===== config.mk =====
export PLATFORM = sky130hd
export DESIGN_NAME = pcie_recv
export DESIGN_NICKNAME = d
export VERILOG_FILES = /design/src/rtl/pcie_pkg.sv /design/src/rtl/pcie_rx_fifo.sv /design/src/rtl/pcie_recv.sv
export SDC_FILE = /design/constraint.sdc
export NUM_CORES = 1
export LEC_CHECK = 0
export BUFFER_PORTS_ARGS = -buffer_cell sky130_fd_sc_hd__buf_2
export CORE_MARGIN = 2
export CORE_UTILIZATION = 62
export DETAILED_ROUTE_END_ITERATION = 8
export PLACE_DENSITY = 0.8
export RECOVER_POWER = 50
export REMOVE_ABC_BUFFERS = 1
export SLEW_MARGIN = 20
export SYNTH_ARGS = -nofsm -noshare
export SYNTH_HDL_FRONTEND = slang
export SYNTH_SLANG_ARGS = --single-unit

===== constraint.sdc =====
create_clock -name clk -period 5 [get_ports clk]
set_input_delay 1 -clock clk [delete_from_list [all_inputs] [get_ports clk]]
set_output_delay 1 -clock clk [all_outputs]
set_load 0.05 [all_outputs]

===== src/rtl/pcie_pkg.sv =====
// Shared definitions for the PCIe receive path: word width, VC-select bit,
// default FIFO depths and the control FSM encoding.
package pcie_pkg;

  localparam int PCIE_DW        = 6;
  localparam int PCIE_VC_BIT    = PCIE_DW - 1;
  localparam int PCIE_VC_DEPTH  = 16;
  localparam int PCIE_OUT_DEPTH = 4;

  typedef enum logic [2:0] {
    ST_RESET  = 3'd0,
    ST_INIT   = 3'd1,
    ST_IDLE   = 3'd2,
    ST_ACTIVE = 3'd3,
    ST_ERROR  = 3'd4
  } pcie_state_t;

endpackage


===== src/rtl/pcie_rx_fifo.sv =====
// Synchronous first-word-fall-through FIFO with occupancy count, used for
// both the per-VC buffers and the output buffer.
module pcie_rx_fifo #(
  parameter int DEPTH = 16,
  parameter int W     = 6
) (
  input  logic                   clk,
  input  logic                   reset,
  input  logic                   wr,
  input  logic [W-1:0]           wdata,
  input  logic                   rd,
  output logic [W-1:0]           rdata,
  output logic [$clog2(DEPTH):0] count,
  output logic                   full,
  output logic                   empty
);
  localparam int AW = $clog2(DEPTH);
  localparam int CW = AW + 1;

  logic [W-1:0]  mem [DEPTH];
  logic [AW-1:0] wptr, rptr;
  logic          do_wr, do_rd;

  function automatic logic [AW-1:0] bump(input logic [AW-1:0] p);
    return (p == AW'(DEPTH - 1)) ? '0 : p + AW'(1);
  endfunction

  assign full  = (count == CW'(DEPTH));
  assign empty = (count == '0);
  assign do_wr = wr && !full;
  assign do_rd = rd && !empty;
  assign rdata = mem[rptr];

  // NOTE: the storage array has no reset; only pointers and count define
  // validity, so clearing the RAM would cost flops and buy nothing.
  always_ff @(posedge clk) begin
    if (do_wr) mem[wptr] <= wdata;
  end

  always_ff @(posedge clk or posedge reset) begin
    if (reset) begin
      wptr  <= '0;
      rptr  <= '0;
      count <= '0;
    end else begin
      if (do_wr) wptr <= bump(wptr);
      if (do_rd) rptr <= bump(rptr);
      case ({do_wr, do_rd})
        2'b10:   count <= count + CW'(1);
        2'b01:   count <= count - CW'(1);
        default: ;
      endcase
    end
  end

endmodule


===== src/rtl/pcie_recv.sv =====
// Two-lane receiver: lane hold registers, per-VC FIFOs, VC0-priority output
// arbiter and status FSM. Define PCIE_RECV_CNT_EN for per-VC pop counters.
module pcie_recv
  import pcie_pkg::*;
#(
  parameter int DW        = PCIE_DW,
  parameter int VC_DEPTH  = PCIE_VC_DEPTH,
  parameter int OUT_DEPTH = PCIE_OUT_DEPTH
) (
  input  logic          clk,
  input  logic          reset,
  input  logic          init,
  input  logic [3:0]    umbral_VC0,
  input  logic [3:0]    umbral_VC1,
  input  logic [1:0]    umbral_out,
  input  logic [DW-1:0] data_in0,
  input  logic [DW-1:0] data_in1,
  input  logic          valid_in0,
  input  logic          valid_in1,
  output logic          pause_in0,
  output logic          pause_in1,
  input  logic          pop_out,
  output logic [DW-1:0] data_out,
  output logic          out_empty,
  output logic          active_out,
  output logic          idle_out,
  output logic          error_out
`ifdef PCIE_RECV_CNT_EN
  ,
  output logic [7:0]    cnt_vc0,
  output logic [7:0]    cnt_vc1
`endif
);
  localparam int VB  = DW - 1;
  localparam int VCW = $clog2(VC_DEPTH) + 1;
  localparam int OCW = $clog2(OUT_DEPTH) + 1;

  pcie_state_t state, state_nx;

  logic [3:0]     thr_vc0, thr_vc1;
  logic [1:0]     thr_out;
  logic           hv0, hv1;
  logic [DW-1:0]  hd0, hd1;
  logic           rr;
  logic           af_vc0, af_vc1;

  logic [VCW-1:0] cnt0, cnt1, lim0, lim1;
  logic [OCW-1:0] ocnt, olim;
  logic           e0, e1, f0, f1, of;
  logic [DW-1:0]  q0, q1, oq;

  logic           halt, tgt0, tgt1, space0, space1;
  logic           want0, want1, contend, drain0, drain1;
  logic           acc0, acc1, wr0, wr1, mv0, mv1, owr, opop;
  logic [DW-1:0]  wd0, wd1, owd;
  logic           err_evt, busy;

  assign halt   = (state == ST_ERROR);
  assign lim0   = VCW'(VC_DEPTH) - VCW'(thr_vc0);
  assign lim1   = VCW'(VC_DEPTH) - VCW'(thr_vc1);
  assign olim   = OCW'(OUT_DEPTH) - OCW'(thr_out);
  assign space0 = (cnt0 < lim0);
  assign space1 = (cnt1 < lim1);

  // Hold drain and round-robin resolution between the two lanes.
  assign tgt0    = hd0[VB];
  assign tgt1    = hd1[VB];
  assign want0   = hv0 && !halt && (tgt0 ? space1 : space0);
  assign want1   = hv1 && !halt && (tgt1 ? space1 : space0);
  assign contend = want0 && want1 && (tgt0 == tgt1);
  assign drain0  = want0 && (!contend || !rr);
  assign drain1  = want1 && (!contend ||  rr);

  assign pause_in0 = halt || (state == ST_RESET) || (hv0 && !drain0) ||
                     (hv0 && (tgt0 ? af_vc1 : af_vc0));
  assign pause_in1 = halt || (state == ST_RESET) || (hv1 && !drain1) ||
                     (hv1 && (tgt1 ? af_vc1 : af_vc0));
  assign acc0 = valid_in0 && !pause_in0;
  assign acc1 = valid_in1 && !pause_in1;

  assign wr0 = (drain0 && !tgt0) || (drain1 && !tgt1);
  assign wr1 = (drain0 &&  tgt0) || (drain1 &&  tgt1);
  assign wd0 = (drain0 && !tgt0) ? hd0 : hd1;
  assign wd1 = (drain0 &&  tgt0) ? hd0 : hd1;

  // Output arbiter: VC0 strictly ahead of VC1.
  assign mv0  = !halt && (ocnt < olim) && !e0;
  assign mv1  = !halt && (ocnt < olim) && e0 && !e1;
  assign owr  = mv0 || mv1;
  assign owd  = mv0 ? q0 : q1;
  assign opop = pop_out && !out_empty && !halt;

  assign data_out = out_empty ? '0 : oq;
  assign err_evt  = (pop_out && out_empty) || (wr0 && f0) || (wr1 && f1) || (owr && of);
  assign busy     = hv0 || hv1 || !e0 || !e1 || !out_empty;

  pcie_rx_fifo #(.DEPTH(VC_DEPTH), .W(DW)) u_vc0 (
    .clk(clk), .reset(reset), .wr(wr0), .wdata(wd0), .rd(mv0),
    .rdata(q0), .count(cnt0), .full(f0), .empty(e0)
  );

  pcie_rx_fifo #(.DEPTH(VC_DEPTH), .W(DW)) u_vc1 (
    .clk(clk), .reset(reset), .wr(wr1), .wdata(wd1), .rd(mv1),
    .rdata(q1), .count(cnt1), .full(f1), .empty(e1)
  );

  pcie_rx_fifo #(.DEPTH(OUT_DEPTH), .W(DW)) u_out (
    .clk(clk), .reset(reset), .wr(owr), .wdata(owd), .rd(opop),
    .rdata(oq), .count(ocnt), .full(of), .empty(out_empty)
  );

  // NOTE: every signal assigned here gets a default first, so no path
  // through the block can leave it unassigned and infer a latch.
  always_comb begin
    state_nx = state;
    if (state != ST_ERROR) begin
      if (err_evt)                state_nx = ST_ERROR;
      else if (state == ST_RESET) state_nx = ST_INIT;
      else if (init)              state_nx = ST_INIT;
      else begin
        case (state)
          ST_INIT:   state_nx = ST_IDLE;
          ST_IDLE:   if (busy)  state_nx = ST_ACTIVE;
          ST_ACTIVE: if (!busy) state_nx = ST_IDLE;
          default:   ;
        endcase
      end
    end
  end

  always_ff @(posedge clk or posedge reset) begin
    if (reset) begin
      state      <= ST_RESET;
      active_out <= 1'b0;
      idle_out   <= 1'b0;
      error_out  <= 1'b0;
      thr_vc0    <= '0;
      thr_vc1    <= '0;
      thr_out    <= '0;
      af_vc0     <= 1'b0;
      af_vc1     <= 1'b0;
      rr         <= 1'b0;
    end else begin
      state      <= state_nx;
      active_out <= (state_nx == ST_ACTIVE);
      idle_out   <= (state_nx == ST_IDLE);
      error_out  <= (state_nx == ST_ERROR);
      if (state == ST_INIT) begin
        thr_vc0 <= umbral_VC0;
        thr_vc1 <= umbral_VC1;
        thr_out <= umbral_out;
      end
      af_vc0 <= (cnt0 >= lim0);
      af_vc1 <= (cnt1 >= lim1);
      if (contend) rr <= ~rr;
    end
  end

  always_ff @(posedge clk or posedge reset) begin
    if (reset) begin
      hv0 <= 1'b0;
      hv1 <= 1'b0;
      hd0 <= '0;
      hd1 <= '0;
    end else begin
      if (acc0) begin
        hv0 <= 1'b1;
        hd0 <= data_in0;
      end else if (drain0) begin
        hv0 <= 1'b0;
      end
      if (acc1) begin
        hv1 <= 1'b1;
        hd1 <= data_in1;
      end else if (drain1) begin
        hv1 <= 1'b0;
      end
    end
  end

`ifdef PCIE_RECV_CNT_EN
  always_ff @(posedge clk or posedge reset) begin
    if (reset) begin
      cnt_vc0 <= '0;
      cnt_vc1 <= '0;
    end else if (state == ST_INIT) begin
      cnt_vc0 <= '0;
      cnt_vc1 <= '0;
    end else begin
      if (mv0 && cnt_vc0 != 8'hFF) cnt_vc0 <= cnt_vc0 + 8'd1;
      if (mv1 && cnt_vc1 != 8'hFF) cnt_vc1 <= cnt_vc1 + 8'd1;
    end
  end
`endif

endmodule


* Word level (Yosys, flattened, before mapping) *
Memories as Yosys holds them, arrays and structs flattened.
Index checks and enable logic that the tools add are counted.

word-level totals
  bits of input ports = 28
  ROM bits = 0
  memory bits (writable) = 216
  bits in registers = 66
  memories kept = 3
  latch bits = 0

cells by class
  $mul = 0
  $lt $le $gt $ge = 5
  reduce and logical (&&, ||, !) cells = 75
  div/mod/pow operators = 0
  shifts and indexed selects = 0
  add/sub/neg operators = 15
  eq/ne operators = 24
  mux-type cells = 34
  bitwise gates (word level) = 1

memory list
  memory     words  width  read ports  clocked after Yosys merged registers in  wr ports  RTL line            source
  u_vc0.mem  16     6      1           0                                        1         pcie_rx_fifo.sv:20  logic [W-1:0] mem [DEPTH];
  u_vc1.mem  16     6      1           0                                        1         pcie_rx_fifo.sv:20
  u_out.mem  4      6      1           0                                        1         pcie_rx_fifo.sv:20

operator list
  kind                 count
  $logic_and 1x1->1    34
  $mux 6               4
  $pmux 5 s2           2
  $mux 3               6
  $logic_or 1x1->1     17
  $add 4x1->4 const B  4
  $eq 4x4->1 const B   4
  $mux 4               4
  $logic_not 1->1      15
  $mux 1               14
  $eq 3x2->1 const B   4
  $add 5x1->5 const B  2
  $eq 2x2->1 const B   5
  $eq 5x5->1 const B   2
  $ge 5x5->1           2
  $logic_not 5->1      2
  $lt 5x5->1           2
  $reduce_bool 2->1    5
  $sub 5x1->5 const B  2
  $sub 5x4->5 const A  2
  $eq 3x3->1 const B   3
  $pmux 3 s3           1
  $eq 2x1->1 const B   3
  $logic_not 3->1      2
  other kinds (11)     13

* Longest topological paths before layout *
Gate-level depths: netlist of the first run.

  depth in word-level cells = 18
  mapped depth = 19
  depth with buffers taken out = 18

* By module *
A second synthesis of the first run with hierarchy kept.

second synthesis, totals
  cell total of the unflattened synthesis = 789
  area total of the unflattened synthesis = 12802.3 sq um

modules (own cells, without submodules)
  module                 seq. area each (sq um)  times used  cells each  area an instance (sq um)
  pcie_rx_fifo at u_vc0  3208.1                  1           248         4616.9
  pcie_rx_fifo at u_vc1  3208.1                  1           247         4605.7
  pcie_recv              825.8                   1           221         2224.6
  pcie_rx_fifo at u_out  895.9                   1           73          1355.0

* Worst setup path before layout of the first run *
Ideal clock, no wire load.

  path kind = register to output
  start point = register thr_vc0[0]
  end point = output pause_in0
  buffers on the path = 0
  stages on the path, launching flop included = 11
  arrival time = 3136 ps
  slack = 864 ps
  data required time = 4000 ps
  cells stage by stage = dfrtp_1 inv_1 ha_1 or3b_2 ha_1 nand4_1 o22ai_1 nor4b_2 o211ai_2 and2_1 a31oi_1

on the way
  cells in the longest elaborated chain, start to end = 13

RTL lines
  element                               RTL line                          source
  from (decl)                           pcie_recv.sv:40                   logic [3:0] thr_vc0, thr_vc1;
  from (signal assigned)                pcie_recv.sv:149                  thr_vc0 <= umbral_VC0;
  $sub 5x4->5 (*)                       pcie_recv.sv:59                   assign lim0 = VCW'(VC_DEPTH) - VCW'(thr_vc0);
  $lt 5x5->1 (*)                        pcie_recv.sv:62                   assign space0 = (cnt0 < lim0);
  $mux 1 (on tied branches)             pcie_recv.sv:68, pcie_recv.sv:69
  $logic_and 1x1->1 (on tied branches)  pcie_recv.sv:68, pcie_recv.sv:69
  $logic_and 1x1->1 (2 in series)       pcie_recv.sv:70                   assign contend = want0 && want1 && (tgt0 == tgt1);
  $logic_not 1->1                       pcie_recv.sv:71                   assign drain0 = want0 && (!contend || !rr);
  $logic_or 1x1->1                      pcie_recv.sv:71
  $logic_and 1x1->1 (*)                 pcie_recv.sv:71
  $logic_not 1->1 (*)                   pcie_recv.sv:74                   assign pause_in0 = halt || (state == ST_RESET) || (hv0 && !drain0) ||
  $logic_and 1x1->1 (*)                 pcie_recv.sv:74
  $logic_or 1x1->1 (*) (2 in series)    pcie_recv.sv:74
  to (decl)                             pcie_recv.sv:20                   output logic pause_in0,

Mark *: on every way between the ends. The rest lies on a longest branch, timed or not.

* Worst setup path in the final report of the first run *
Same ends and word-level chain as after synthesis.

==> results.txt, run 1 <==
- Of all nets on the critical path, the largest fanout is 5.
- Arrival time worst endpoint: approximately 3.7 ns
- Setup crit start kind: flop
* DIE HEIGHT: 146 um
- Dividing the detail-routed wire length by the instance count gives approximately 24 um.
* Cell total after placement: roughly 1000
- Count of TritonRoute iterations in the first routing pass: 5
- Most frequently used cell type in the post-synthesis netlist: edfxtp_1
* Number of antenna diodes: 0
- Cell count after synthesis: ~770
- The finished layout holds 1101 standard cells, fillers aside.
- Endpoint required time on the critical path: roughly 4.0 ns
- Leading post-synthesis cells by instance count: edfxtp_1 (216), dfrtp_1 (66), mux4_2 (66), nand2_1 (50)
- Timing-limited maximum frequency: 0.215 GHz
- Count of distinct cell types in the synthesized netlist: 64
- Setup violations remaining at the end of the flow were counted as 0.
- The run finished, with violations left.
* Global placer's final weighted congestion: 0.962
- The final layout contains routed wiring with a total length of 26.4 mm.
- Flip-flop and latch count after synthesis: ~280
* Proportion of layout cells with a drive suffix above 1: 21.1%
- Across the VDD grid, the largest voltage drop is 0.000297 V.
- Crit. End Element: primary output
- Summed negative setup slack over all endpoints: 0 ns
* Die span in x: 146 um
- Summing the sequential cell areas from Yosys gives 64.9% of the chip area.
- Worst path slowest cell: or3b_2
* Area fraction of the dominant cell type after synthesis: 51.7%
- The critical path goes through inv_1 -> ha_1 -> or3b_2 -> ha_1 -> nand4_1 -> o22ai_1 -> nor4b_1 -> o211ai_2 -> and2_1 -> a31oi_1 -> buf_2.
- Pin slew with the least headroom to its limit: 2.18 ns
* Area inside the core boundary: ~20000 um2
- The floorplan step defined a die boundary enclosing 21400 um2.
- The tree built by TritonCTS fans out to around 280 sinks.
- The worst path in the final design needs a cycle of between 4 and 5 ns, including I/O delays and setup.
- Final Max Slew Viols: 70
* Number of port buffers: 39
- Min-Delay Path Class: flop to flop
- Biggest cell delay along the critical path: about 0.46 ns
* First DRT Iteration DRCs: around 670
- Entering global routing, the biggest net connects 40 pins.
- Number of warning messages in the yosys log: 0
- The most used flip-flop cell after synthesis is edfxtp_1.
* Power density over cell area: ~330 nW/um2
- GRT overflow: 0
- First-pass GRT wire length: roughly 42 mm
* Overall routing resource usage: 25.5%
- Post-CTS repair changed the size of 0 cells.
- Via/cell ratio: 6.43
* Residual DRC count: 0
* Post-Synthesis Mean Instance Area: ~16 um2
- The number of setup buffers added after CTS is 0.
- Signed area change from the synthesized netlist to the final layout: 10.0%
- The number of global-route vias before repair was between 7000 and 8000.
- EDFF count, synth: roughly 220
- Setup slack on the critical path of the routed design comes to 0.340 ns.
- The initialized floorplan defines between 50 and 60 standard-cell rows.
- CTS tree: yes
- Unrepaired setup endpoints after global routing: false
* Cts bufs inserted: 28
* Post-CTS clock slew at the launch and capture registers of the worst setup and hold paths: 0.07 ns
* Cell type with the highest occurrence count on the critical path: ha_1
- Number of vias after detailed routing: around 7100
- Timing analysis after detailed placement gives a worst setup slack of 0.904 ns.
- Headroom to the max-slew limit came out at -45.1%.
* Final HPWL from detailed placement: 17.4 mm
- At the later pin of the worst-skew pair, clock insertion delay measures 0.55 ns.
* Post-synthesis cell type with the largest combined area: edfxtp_1
- Clock tree synthesis selected as its root buffer the cell clkbuf_16.
* Max Root-Sink Buffers: 3
- Final period util: 93.2%
- Worst Path Class, Setup: flop to primary output
* Fin Clk Skew: 0.00870 ns
- CTS H-tree depth: 1
- In the synthesized netlist the async set-or-reset flop fraction comes to a little under a quarter.
* Most area-consuming cells after synthesis: edfxtp_1 (52%), dfrtp_1 (13%), mux4_2 (12%), ha_1 (3.9%), mux2_2 (3.0%)
- Post-Synthesis Cell Area: roughly 13000 um2
* Total count of hold-check failures in the final report: 0
- Initial antenna violation count: 0
* Filler instances: 1297
* Failing checks: capacitance limit, slew limit
- Initial cell density of the core: between 60% and 70%
- Summed over all cells, the static leakage comes to 0.00428 uW.
- 40 I/O pins were placed.
- At the end of the flow, the number of nets in the layout was about 900.
- In this run the remaining antenna-violating nets after routing total 0.
* Number of maximum-capacitance violations: 2
- Number of buffers inserted for hold repair after clock tree synthesis: 0
==> registers in the layout, summed over array words and instances (netlist names), 4 cells and up <==
name	count
u_vc0.count	5
hd0	6
u_vc0.wptr	4
u_vc0.rptr	4
u_vc1.rptr	4
thr_vc1	4
thr_vc0	4
u_vc0.mem	96
u_out.mem	24
u_vc1.count	5
u_vc1.wptr	4
hd1	6
u_vc1.mem	96
==> layout make-up <==
| class | instances | area, um2 | area share, % |
|---|---|---|---|
| multi-input cells | 414 | 4060 | 29.4 |
| repair buffers | 43 | 201 | 1.46 |
| flip-flops and latches | 282 | 8140 | 59.0 |
| well taps | 270 | 338 | 2.45 |
| clock buffers | 30 | 708 | 5.13 |
| clock inverters | 22 | 196 | 1.42 |
| inverters | 40 | 150 | 1.09 |
==> worst max-delay path, delay by kind of cell (launching register included) <==
family / cells / cell delay (ns)
buffers and inverters: 2 / 0.37
and+or+nand+nor: 4 / 1.27
DFF: 1 / 0.41
AOI/OAI and AO/OA: 3 / 0.56
adders and majority gates: 2 / 0.51
==> cells by family (layout without fill, tap and decap cells) <==
| group | count (synthesis) | count (layout) | share of synthesized area, % |
|---|---|---|---|
| mux | 106 | 106 | 15.4 |
| compound gates | 79 | 79 | 4.48 |
| fa+ha+maj | 42 | 42 | 4.37 |
| xor+xnor | 23 | 23 | 1.61 |
| flops | 282 | 282 | 64.9 |
| simple gates | 164 | 164 | 6.69 |
| buf+inv | 71 | 135 | 2.50 |
==> layout by cell type (no fill, tap or decap), types with 3 or more instances in the layout <==
master	count
edfxtp_1	216
mux4_2	66
dfrtp_1	64
nand2_1	50
inv_1	39
ha_1	39
nor2_1	38
buf_2	29
clkbuf_16	28
o21ai_0	25
mux2_2	21
mux2_1	18
a21oi_1	16
nor3_1	15
clkbuf_1	15
nand2b_1	12
xnor2_1	12
xor2_1	11
nor2b_1	9
nand3_1	9
a21o_1	9
clkinv_1	9
clkinv_2	6
and2_0	5
nor4_1	5
o22ai_1	4
a31oi_1	4
clkinvlp_4	4
nand4_1	3
fa_1	3
bufinv_16	3
==> layer usage <==
layer	wire length (um)	global-route usage (%)	up-vias
li1	-	-	3029
met1	10500	35.5	3629
met2	13100	42.5	358
met3	1940	3.88	62
met4	889	8.06	0
met5	0	0	-
==> where the power goes <==
part | switching, uW | leakage [uW] | internal [uW]
clock network | 877 | 0.000433 | 1180
registers | 1.38 | 0.00232 | 2500
logic | 34.3 | 0.00152 | 12.2
==> stage by stage <==
stage	util [%]	hold WS (ns)	cell area (um2)	power (uW)
2_1_floorplan	-	0.436	12400	2570
3_3_place_gp	64.6	0.465	12900	2590
3_5_place_dp	64.6	0.503	12900	2590
4_1_cts	69.1	0.507	13800	4620
5_1_grt	68.8	0.524	13800	4720
6_report	68.8	0.510	13800	4600
==> path summary, 6_finish.rpt <==
check | slack [ns] | start | to | cells after the start
max | 0.34 | thr_vc0[0] | pause_in0 | 11
min | 0.51 | state[2] | idle_out | 1
max reg2reg | 0.81 | thr_vc0[0] | u_vc0.count[4] | 17
min reg2reg | 0.51 | state[2] | idle_out | 1
max in group asynchronous | 1.49 | reset | u_vc1.rptr[1] | 3
min in group asynchronous | 0.75 | reset | error_out | 2
Note: power is estimated with default switching activity, not from simulation.
==> run 2, diff against run 1 <==
CORE_ASPECT_RATIO = 1.75   (was not set)
SLEW_MARGIN = not set   (was 20)
==> run 2 against run 1 <==
- the flow still finishes with violations (capacitance limit, slew limit)
- cell count fell by 2.7%
- clock power fell by 14%
- critical path depth unchanged
- sequential power barely moved
- routed wire length decreased by 3.6%
- die area is 0.21% higher
- flip-flop and latch count unchanged
- critical path type unchanged
- largest cell class unchanged
- largest power group unchanged
- highest routed layer unchanged
==> results.txt, run 2 (synthesis gave the netlist of run 1 again) <==
- The flow ran to the end, but the final reports show violations.
- Failing checks: capacitance limit, slew limit
* Worst Path Class, Setup: flop to primary output
* WL final: 25.5 mm
- Power density over cell area: 317 nW/um2
- Post-CTS clock slew at the launch and capture registers of the worst setup and hold paths: 0.06 ns
* Summed negative setup slack over all endpoints: 0 ns
- The number of antenna diodes in the final layout is 0.
- Number of clock sinks: 282
* Via count of the first global-routing pass: 7341
- Initial cell density of the core: 63.2%
- Entering global routing, the biggest net connects 41 pins.
- Area inside the core boundary: just under 20000 um2
- Post-Place Setup Slack: 1.06 ns
- The number of hold buffers added after CTS was 0.
- The worst hold path begins at state[2].
- Unrepaired setup endpoints after global routing: false
- Timing-limited maximum frequency: 0.220 GHz
- Across every metal layer, demand over resource in global routing totals 24.8%.
- The floorplan step defined a die boundary enclosing 21400 um2.
- Post-cts resize count: 0
- The number of antenna violations at the first check in global routing came to 0.
- Placement-stage cell area: between 10000 and 15000 um2
- The critical path crosses 11 cells after its start point.
* Capture instance of the worst register-to-register path: u_vc1.count[4]
* CTS tree: yes
- The first global-routing pass estimated 40.1 mm of wire.
- Maximum fanout along the worst path: 5
- Worst path slowest cell: or3b_2
- Arrival time worst endpoint: 3.55 ns
- Count of endpoints failing setup in the final report: 0
- Counting both buffers and inverters, the worst setup path holds a total of 2.
- At the end of routability-driven placement, the weighted congestion stood at 0.918.
* Most common cell after layout, fill and taps aside: edfxtp_1
- Cts bufs inserted: 25
- Endpoint required time on the critical path: 4.00 ns
- In the final design database the tool counted 877 nets.
* Fin Clk Skew: 0.0191 ns
- From synthesis to final layout, the design area changed by 8.62%.
- Worst r2r path cells: 16
- For the pin with the worst max-slew slack, the measured transition is 2.32 ns.
- The layout has 1241 filler cells.
- First DRT Iteration DRCs: 464
- Final period util: ~91%
- Min-Delay Path Class: flop to flop
- After routing the design area is 13600 um2.
* Worst slew margin: -54.6%
- Clk root buf: clkbuf_16
- CTS H-tree depth: 1
- Final HPWL from detailed placement: between 15 and 20 mm
- The startpoint identified for the worst register-to-register timing path is thr_vc1[0].
- Crit. End Element: primary output
- The count of endpoints failing hold in the final timing report is 0.
* Worst setup margin: 0.449 ns
* Leakage power: 0.00422 uW
- Routed length per instance: roughly 24 um
- For this run, the slowest stage of the critical path takes 0.45 ns.
- Standard-cell rows: 68
- GRT overflow: 0
- For flop-to-flop paths, the worst setup slack is 0.81 ns.
* Max Root-Sink Buffers: 3
- The sequential cells in the finished layout cover a total of 8140 um2.
- Count of TritonRoute iterations in the first routing pass: 5
- Setup crit start kind: flop
* Number of routed nets with antenna violations: 0
* Post-layout minimum cycle time: 4.55 ns
- Capture endpoint of the worst hold path: idle_out
- Counting instances, the worst hold path has a depth of 1.
- Proportion of layout cells with a drive suffix above 1: 20.6%
- The floorplan step set the die width to 111 um.
- Pin placement for this block handled 40 I/O pins.
* Most used cells in the layout excluding fill and tap cells: edfxtp_1 (216), mux4_2 (66), dfrtp_1 (66), nand2_1 (50)
- Number of port buffers: 39
- In the routed design, unresolved DRC markers number 0.
* Clock latency at the later pin of the worst-skew pair: ~0.54 ns
- Summing all multi-input logic gate instances after layout gives 4060 um2.
* Final Max Slew Viols: 41
- Among cell families on the critical path, the largest total delay comes from simple AND/OR/NAND/NOR gates.
- Number of vias after detailed routing: just under 7000
- Via/cell ratio: around 6.3
- Counting stages on the worst path, the most repeated cell is ha_1.
- Highest ir drop seen on vdd: 0.000347 V
- Post-CTS timing repair inserted 0 buffers for setup.
- Measured along the y axis, the die boundary spans 192 um.
- Traced cell by cell, the critical path runs through inv_1 -> ha_1 -> or3b_2 -> ha_1 -> nand4_1 -> o22ai_1 -> nor4b_2 -> o211ai_1 -> and2_1 -> a31oi_1 -> buf_2.
- In the final layout, the registers with the most flip-flops are u_vc0.mem x96, u_vc1.mem x96, u_out.mem x24.
- Number of maximum-capacitance violations: 1
-- run 2: changes by cell type in the layout (fill, tap and decap cells not counted), moves of 3 or more --
cell	previous run	this run
clkinv_1	9	2
bufinv_16	3	0
clkinv_4	0	3
clkinvlp_4	4	1
clkbuf_1	15	20
clkbuf_16	28	25
-- run 2: worst max-delay path by stage --
stage,start,end,slack [ns]
final,thr_vc0[0],pause_in0,0.45
after global routing,thr_vc0[0],pause_in0,0.22
after CTS,thr_vc0[0],pause_in0,0.53
after detailed placement,thr_vc0[0],u_vc0.count[4],1.06
after global placement,thr_vc0[0],u_vc0.count[4],1.19
after floorplan,thr_vc0[0],pause_in0,0.86
-- run 2: worst register-to-register path, stage by stage, from the launching register on --
cell and delay [ns]:
dfrtp_1 0.40, nor3_1 0.25, xor2_1 0.17, ha_1 0.28, a21o_1 0.16, a2111oi_0 0.78
and2_0 0.56, inv_1 0.10, ha_1 0.25, inv_1 0.12, fa_1 0.23, inv_1 0.07
a21o_1 0.16, a21oi_1 0.17, xnor2_1 0.15, nor2_1 0.08, xor2_1 0.14
-- run 2: through the flow --
step	total power (uW)	hold WS [ns]	util [%]	instances
after global routing	4440	0.523	68.7	1071
after global placement	2590	0.455	65.1	1025
after detailed placement	2590	0.474	65.1	1025
after CTS	4350	0.484	68.9	1071
final	4320	0.490	68.7	1071
after floorplan	2570	0.436	-	736
-- run 2: report_power, final --
part,total (uW),internal (uW),switching [uW]
Sequential,2500,2490,1.33
Clock,1780,962,816
Combinational,43.4,12.4,30.9
-- run 2: final cells by class --
| type | count | share of cell area [%] |
|---|---|---|
| Sequential cell | 282 | 59.8 |
| Tap cell | 245 | 2.25 |
| Multi-Input combinational cell | 414 | 29.8 |
| Clock inverter | 11 | 0.524 |
| Timing Repair Buffer | 44 | 1.56 |
| Inverter | 40 | 1.10 |
| Clock buffer | 35 | 5.02 |
-- run 2: layer usage --
layer	wire length (um)	up-vias	global-route usage (%)
li1	-	3022	-
met1	8670	3433	26.7
met2	14700	210	48.7
met3	980	71	2.68
met4	1080	0	10.7
met5	0	-	0
